--- src/rtl/fetch_unit_pkg.sv ---
// Shared defaults and helpers for the fetch front end (fetch_unit, fetch_queue).
// Queue entries are packed as {pc, insn}, with the instruction in the low bits.
package fetch_unit_pkg;

    localparam int          ADDR_W_DEFAULT   = 32;
    localparam int          INSN_W_DEFAULT   = 32;
    localparam logic [31:0] NOP_INSN_DEFAULT = 32'h0000_0000;
    localparam int          INSN_LSB         = 0;
    localparam logic [31:0] PERF_MAX         = 32'hFFFF_FFFF;

    function automatic logic [31:0] sat_inc(input logic [31:0] value, input logic en);
        return (en && (value != PERF_MAX)) ? value + 32'd1 : value;
    endfunction

endpackage

--- src/rtl/fetch_queue.sv ---
// DEPTH-entry synchronous FIFO of fetched {pc, insn} entries with flush, push and pop.
// Flush has priority over push/pop; a push while full is legal only together with a pop.
module fetch_queue #(
    parameter int DEPTH = 2,
    parameter int WIDTH = 64,
    parameter int CNT_W = $clog2(DEPTH + 1)
) (
    input  logic             clock,
    input  logic             reset,
    input  logic             flush,
    input  logic             push,
    input  logic             pop,
    input  logic [WIDTH-1:0] wr_data,
    output logic [WIDTH-1:0] rd_data,
    output logic [CNT_W-1:0] count,
    output logic             full,
    output logic             empty
);

    localparam int PTR_W = (DEPTH > 1) ? $clog2(DEPTH) : 1;

    logic [WIDTH-1:0] mem_q [DEPTH];
    logic [WIDTH-1:0] mem_d [DEPTH];
    logic [PTR_W-1:0] rd_ptr_q, rd_ptr_d;
    logic [PTR_W-1:0] wr_ptr_q, wr_ptr_d;
    logic [CNT_W-1:0] count_q, count_d;

    // Explicit wrap so non-power-of-two depths stay in range.
    function automatic logic [PTR_W-1:0] ptr_inc(input logic [PTR_W-1:0] ptr);
        return (ptr == PTR_W'(DEPTH - 1)) ? '0 : ptr + PTR_W'(1);
    endfunction

    assign count   = count_q;
    assign empty   = (count_q == '0);
    assign full    = (count_q == CNT_W'(DEPTH));
    assign rd_data = mem_q[rd_ptr_q];

    always_comb begin
        mem_d    = mem_q;
        rd_ptr_d = rd_ptr_q;
        wr_ptr_d = wr_ptr_q;
        count_d  = count_q;
        if (flush) begin
            rd_ptr_d = '0;
            wr_ptr_d = '0;
            count_d  = '0;
        end else begin
            if (push) begin
                mem_d[wr_ptr_q] = wr_data;
                wr_ptr_d        = ptr_inc(wr_ptr_q);
            end
            if (pop) begin
                rd_ptr_d = ptr_inc(rd_ptr_q);
            end
            case ({push, pop})
                2'b10:   count_d = count_q + CNT_W'(1);
                2'b01:   count_d = count_q - CNT_W'(1);
                default: count_d = count_q;
            endcase
        end
    end

    always_ff @(posedge clock or posedge reset) begin
        if (reset) begin
            rd_ptr_q <= '0;
            wr_ptr_q <= '0;
            count_q  <= '0;
        end else begin
            rd_ptr_q <= rd_ptr_d;
            wr_ptr_q <= wr_ptr_d;
            count_q  <= count_d;
        end
    end

    always_ff @(posedge clock) begin
        mem_q <= mem_d;
    end

    pop_not_empty: assert property (@(posedge clock) disable iff (reset) !(pop && empty && !flush));

endmodule

--- src/rtl/fetch_unit.sv ---
// Instruction-fetch front end: owns the PC, issues imem reads, queues responses and hands them to decode.
// Define FETCH_PERF_EN to add saturating stall/flush performance counter ports.
module fetch_unit
    import fetch_unit_pkg::*;
#(
    parameter int                ADDR_W   = ADDR_W_DEFAULT,
    parameter int                INSN_W   = INSN_W_DEFAULT,
    parameter int                DEPTH    = 2,
    parameter logic [ADDR_W-1:0] RESET_PC = '0,
    parameter logic [INSN_W-1:0] NOP_INSN = INSN_W'(NOP_INSN_DEFAULT)
) (
    input  logic              clock,
    input  logic              reset,
    output logic [ADDR_W-1:0] address_imem,
    input  logic [INSN_W-1:0] q_imem,
    input  logic              redirect_valid,
    input  logic [ADDR_W-1:0] redirect_pc,
    output logic              fd_valid,
    input  logic              fd_ready,
    output logic [INSN_W-1:0] fd_insn,
    output logic [ADDR_W-1:0] fd_pc,
    output logic [ADDR_W-1:0] fd_pc_plus1
`ifdef FETCH_PERF_EN
    ,
    output logic [31:0]       perf_stall_cnt,
    output logic [31:0]       perf_flush_cnt
`endif
);

    localparam int CNT_W   = $clog2(DEPTH + 1);
    localparam int PC_LSB  = INSN_LSB + INSN_W;
    localparam int ENTRY_W = ADDR_W + INSN_W;

    logic [ADDR_W-1:0]  pc_q, pc_d;
    logic [ADDR_W-1:0]  req_pc_q, req_pc_d;
    logic               inflight_q, inflight_d;
    logic [ENTRY_W-1:0] head;
    logic [CNT_W-1:0]   count;
    logic [CNT_W:0]     occupancy;
    logic               q_full, q_empty;
    logic               transfer, issue, resp_push;

    // Occupancy counts the response still in flight so an issue never overruns the queue.
    always_comb begin
        fd_valid    = ~q_empty & ~redirect_valid;
        transfer    = fd_valid & fd_ready;
        occupancy   = {1'b0, count} + (CNT_W + 1)'(inflight_q) - (CNT_W + 1)'(transfer);
        issue       = ~redirect_valid & (occupancy < (CNT_W + 1)'(DEPTH));
        resp_push   = inflight_q & ~redirect_valid;
        inflight_d  = issue;
        pc_d        = pc_q;
        req_pc_d    = req_pc_q;
        if (redirect_valid) begin
            pc_d = redirect_pc;
        end else if (issue) begin
            pc_d     = pc_q + ADDR_W'(1);
            req_pc_d = pc_q;
        end
        fd_insn     = fd_valid ? head[INSN_LSB +: INSN_W] : NOP_INSN;
        fd_pc       = fd_valid ? head[PC_LSB +: ADDR_W] : '0;
        fd_pc_plus1 = fd_valid ? head[PC_LSB +: ADDR_W] + ADDR_W'(1) : '0;
    end

    always_ff @(posedge clock or posedge reset) begin
        if (reset) begin
            pc_q       <= RESET_PC;
            req_pc_q   <= '0;
            inflight_q <= 1'b0;
        end else begin
            pc_q       <= pc_d;
            req_pc_q   <= req_pc_d;
            inflight_q <= inflight_d;
        end
    end

    assign address_imem = pc_q;

    fetch_queue #(
        .DEPTH (DEPTH),
        .WIDTH (ENTRY_W),
        .CNT_W (CNT_W)
    ) u_queue (
        .clock   (clock),
        .reset   (reset),
        .flush   (redirect_valid),
        .push    (resp_push),
        .pop     (transfer),
        .wr_data ({req_pc_q, q_imem}),
        .rd_data (head),
        .count   (count),
        .full    (q_full),
        .empty   (q_empty)
    );

    no_overflow: assert property (@(posedge clock) disable iff (reset) !(resp_push && q_full && !transfer));

`ifdef FETCH_PERF_EN
    logic [31:0] stall_cnt_q, stall_cnt_d;
    logic [31:0] flush_cnt_q, flush_cnt_d;

    always_comb begin
        stall_cnt_d = sat_inc(stall_cnt_q, fd_valid & ~fd_ready);
        flush_cnt_d = sat_inc(flush_cnt_q, redirect_valid);
    end

    always_ff @(posedge clock or posedge reset) begin
        if (reset) begin
            stall_cnt_q <= '0;
            flush_cnt_q <= '0;
        end else begin
            stall_cnt_q <= stall_cnt_d;
            flush_cnt_q <= flush_cnt_d;
        end
    end

    assign perf_stall_cnt = stall_cnt_q;
    assign perf_flush_cnt = flush_cnt_q;
`endif

endmodule

--- config.mk ---
export PLATFORM = sky130hd
export DESIGN_NAME = fetch_unit
export DESIGN_NICKNAME = d
export VERILOG_FILES = /design/src/rtl/fetch_unit_pkg.sv /design/src/rtl/fetch_queue.sv /design/src/rtl/fetch_unit.sv
export SDC_FILE = /design/constraint.sdc
export NUM_CORES = 1
export LEC_CHECK = 0
export ABC_CLOCK_PERIOD_IN_PS = 8000
export CAP_MARGIN = 30
export CELL_PAD_IN_SITES_DETAIL_PLACEMENT = 2
export CELL_PAD_IN_SITES_GLOBAL_PLACEMENT = 2
export CORE_AREA = 8 8 165 183
export CTS_BUF_LIST = sky130_fd_sc_hd__clkbuf_4 sky130_fd_sc_hd__clkbuf_8
export CTS_CLUSTER_DIAMETER = 50
export DETAILED_ROUTE_END_ITERATION = 8
export DIE_AREA = 0 0 173 191
export PLACE_DENSITY = 0.94
export SYNTH_ARGS = -nofsm -noshare
export SYNTH_HDL_FRONTEND = slang
export SYNTH_SLANG_ARGS = --single-unit
--- constraint.sdc ---
create_clock -name clock -period 8 [get_ports clock]
set_input_delay 1.6 -clock clock [delete_from_list [all_inputs] [get_ports clock]]
set_output_delay 1.6 -clock clock [all_outputs]
set_load 0.02 [all_outputs]
==> results.yml <==
outcome:
  status: "finished clean"
synthesis:
  synth_edf_count: 128
  ys_ff_latch: 197
  ys_seq_area_share_pct: 59.8
  postSynthAreaPerCell_um2: 12.0
  synth_top_area_share_pct: 41.3
  syn-num-nets: 849
  synth_ff_type: "edfxtp_1"
  netlist_instances: 777
  yosysWarnings: 0
  synthTopCellsByArea: "edfxtp_1 41%, dfrtp_1 19%, mux2i_1 6.0%"
  yosys.area.top_type: "edfxtp_1"
  synth-async-reset-ratio_pct: 35.0
  ys_types: 52
  synthesis.area_um2: 9310
pwr:
  cellPowerDensity_nw_per_um2: 224
  ir_drop_mv: 0.115
  p_leak_nw: 4.10
global_route:
  grt_max_degree: 88
  grt_pass1_wl_um: 45800
  globalRoute.totalOverflow: 0
  antenna_found_initial: 0
  grtUsageTotal_pct: 17.7
  grt_pass1_vias: 7719
finish:
  nets: 1030
  final_common_cell: "clkdlybuf4s50_1"
  drive_above_1_share_pct: 9.47
  layout_common_cells: "195 x clkdlybuf4s50_1, 128 x edfxtp_1, 86 x nor2_1"
  layout-area-overhead-vs-synth_pct: 28.5
die:
  die_height_um: 191
  start_util_pct: 34.2
  num_rows: 64
  core_area_um2: 27200
  die-area_um2: 33000
  ios: 197
  die_w_um: 173
critical_path:
  reg2reg_from: "u_queue.count[1]"
  crit_fanout: 87
  worstSetupPathType: "reg2out"
  start_kind: "register"
  critPathArrivalTime_ns: 4.20
  setup.worst_path.end_class: "output pin"
  path_cells: "mux2_2 -> ha_1 -> inv_1 -> a211oi_4 -> nand4_1 -> o31a_1 -> nor3_1 -> clkdlybuf4s50_1"
  worstPathRequired_ns: 6.40
  ff2ff_setup_slack_ns: 3.84
  rr_worst_depth: 14
  cp_slowest_cell: "dfrtp_4"
  cpPeakStageDelay_ns: 1.10
  r2r_end: "req_pc_q[28]"
sta:
  setup_tns_ns: 0
  rsz0062_at_grt: "false"
  setup_viol: 0
  tightest_slew_ns: 0.991
  period_share_pct: 72.5
  finalClockSkew_ns: 0.0226
  relSlewSlack_pct: 33.9
  layout_min_cycle_time_ns: 5.80
  hold_violations: 0
  fmax_ghz: 0.172
  hold_ws_ns: 0.486
  drv_slew: 0
clock_tree:
  cts_root_buffer: "clkbuf_8"
  cts_sinks: 197
  htreeDepth: 4
  cts_buffers: 17
  post_cts_buffers: 0
  cts_resized: 0
  cts_buffer_depth: 2
  cts_hold_buffers: 0
  clock_latency_ns: 0.47
  cts_tree: "yes"
  clkTransAtPathRegs_ns: 0.11
worst_hold_path:
  holdPathStages: 0
  hold_end: "u_queue.mem_q[119]"
  min_path_type: "reg2reg"
  hold_start: "req_pc_q[23]"
place:
  dp_hpwl_um: 22000
  port_buffers: 196
  gp_congestion: 0.797
job:
  cap_violations: 0
drt:
  antenna_left: 0
  vias: 6839
  via_per_inst: 5.12
  firstDrtPassIters: 5
  drt-total-wl_um: 29500
  drc: 0
  drt-wirelength-per-cell_um: 22.1
  drt_iter0_drc: 292
## how the worst max path moves through the flow
stage	startpoint	endpoint	cells past startpoint
4_1_cts	u_queue.rd_ptr_q	fd_pc_plus1[28]	7
3_3_place_gp	redirect_valid	fd_pc_plus1[19]	6
3_5_place_dp	redirect_valid	req_pc_q[28]	14
2_1_floorplan	redirect_valid	u_queue.mem_q[100]	3
5_1_grt	u_queue.rd_ptr_q	fd_pc_plus1[30]	8
6_report	u_queue.rd_ptr_q	fd_pc_plus1[30]	8
## power by group
part           switching (mW)  internal [mW]  leakage (nW)
clock                   0.380          0.223         0.179
combinational           0.353          0.294          1.90
sequential              0.155           1.28          2.02
total                   0.888           1.79          4.10
## per-layer routing
| layer | vias up | global-route usage, % | wire length [um] |
|---|---|---|---|
| li1 | 3160 | - | - |
| met1 | 3473 | 21.5 | 12700 |
| met2 | 174 | 31.7 | 15300 |
| met3 | 32 | 3.36 | 1080 |
| met4 | 0 | 5.31 | 457 |
| met5 | - | 0 | 0 |
## per-stage QoR
step / std cells / utilization, % / cell area [um2] / worst slack (ns) / total power [mW]
final: 1335 / 43.9 / 12000 / 2.20 / 2.68
after detailed placement: 1301 / 42.5 / 11600 / 2.59 / 2.11
after global placement: 1301 / 42.5 / 11600 / 2.63 / 2.05
after CTS: 1333 / 43.8 / 11900 / 2.12 / 2.72
after floorplan: 777 / - / 9310 / 0.778 / 1.79
after global routing: 1334 / 43.9 / 12000 / 1.94 / 2.81
## cells by family after synthesis
logic type / synth area share (%)
buf+inv: 2.66
flops: 59.8
fa+ha+maj: 0.618
simple gates: 15.6
xor+xnor: 4.69
mux: 10.6
compound gates: 6.03
## worst max-delay path, delay by kind of cell, from the launching register on
kind | cells | cell delay (ns)
flip-flops | 1 | 1.10
buffers and inverters | 2 | 0.76
AO/OA/AOI/OAI | 2 | 0.72
AND/OR/NAND/NOR | 2 | 0.55
multiplexers | 1 | 0.35
adder cells (fa/ha/maj) | 1 | 0.24
## layout make-up
cell class | count | area, um2
clock buffers | 17 | 234
flip-flops and latches | 197 | 5570
well taps | 363 | 454
inverters | 12 | 45.0
fillers | 2786 | 15300
diodes | 1 | 2.50
multi-input cells | 526 | 3500
clock inverters | 15 | 118
repair buffers | 204 | 2040
## sequential cells by signal, indices dropped and copies added, names as in the netlist
register and count:
inflight_q 1, req_pc_q 32, address_imem 32, u_queue.count 2, u_queue.rd_ptr_q 1, u_queue.mem_q 128, u_queue.wr_ptr_q 1
## cell usage after synthesis, drive strengths merged (3+ instances only)
master  count
a211oi      3
xnor2      40
nand2      78
o31ai       6
o21ai      50
xor2        9
a22oi       6
nor4       12
nor2       86
mux2       38
a32o        6
ha          3
and2       15
nor3b       4
mux2i      56
nor2b       8
buf        24
clkbuf     18
nand4b      4
nand3b     10
a21oi      10
nor3       14
edfxtp    128
dfrtp      69
nand4      14
inv        12
and4        6
nand3      30
Power figures use the tool's default switching activity.
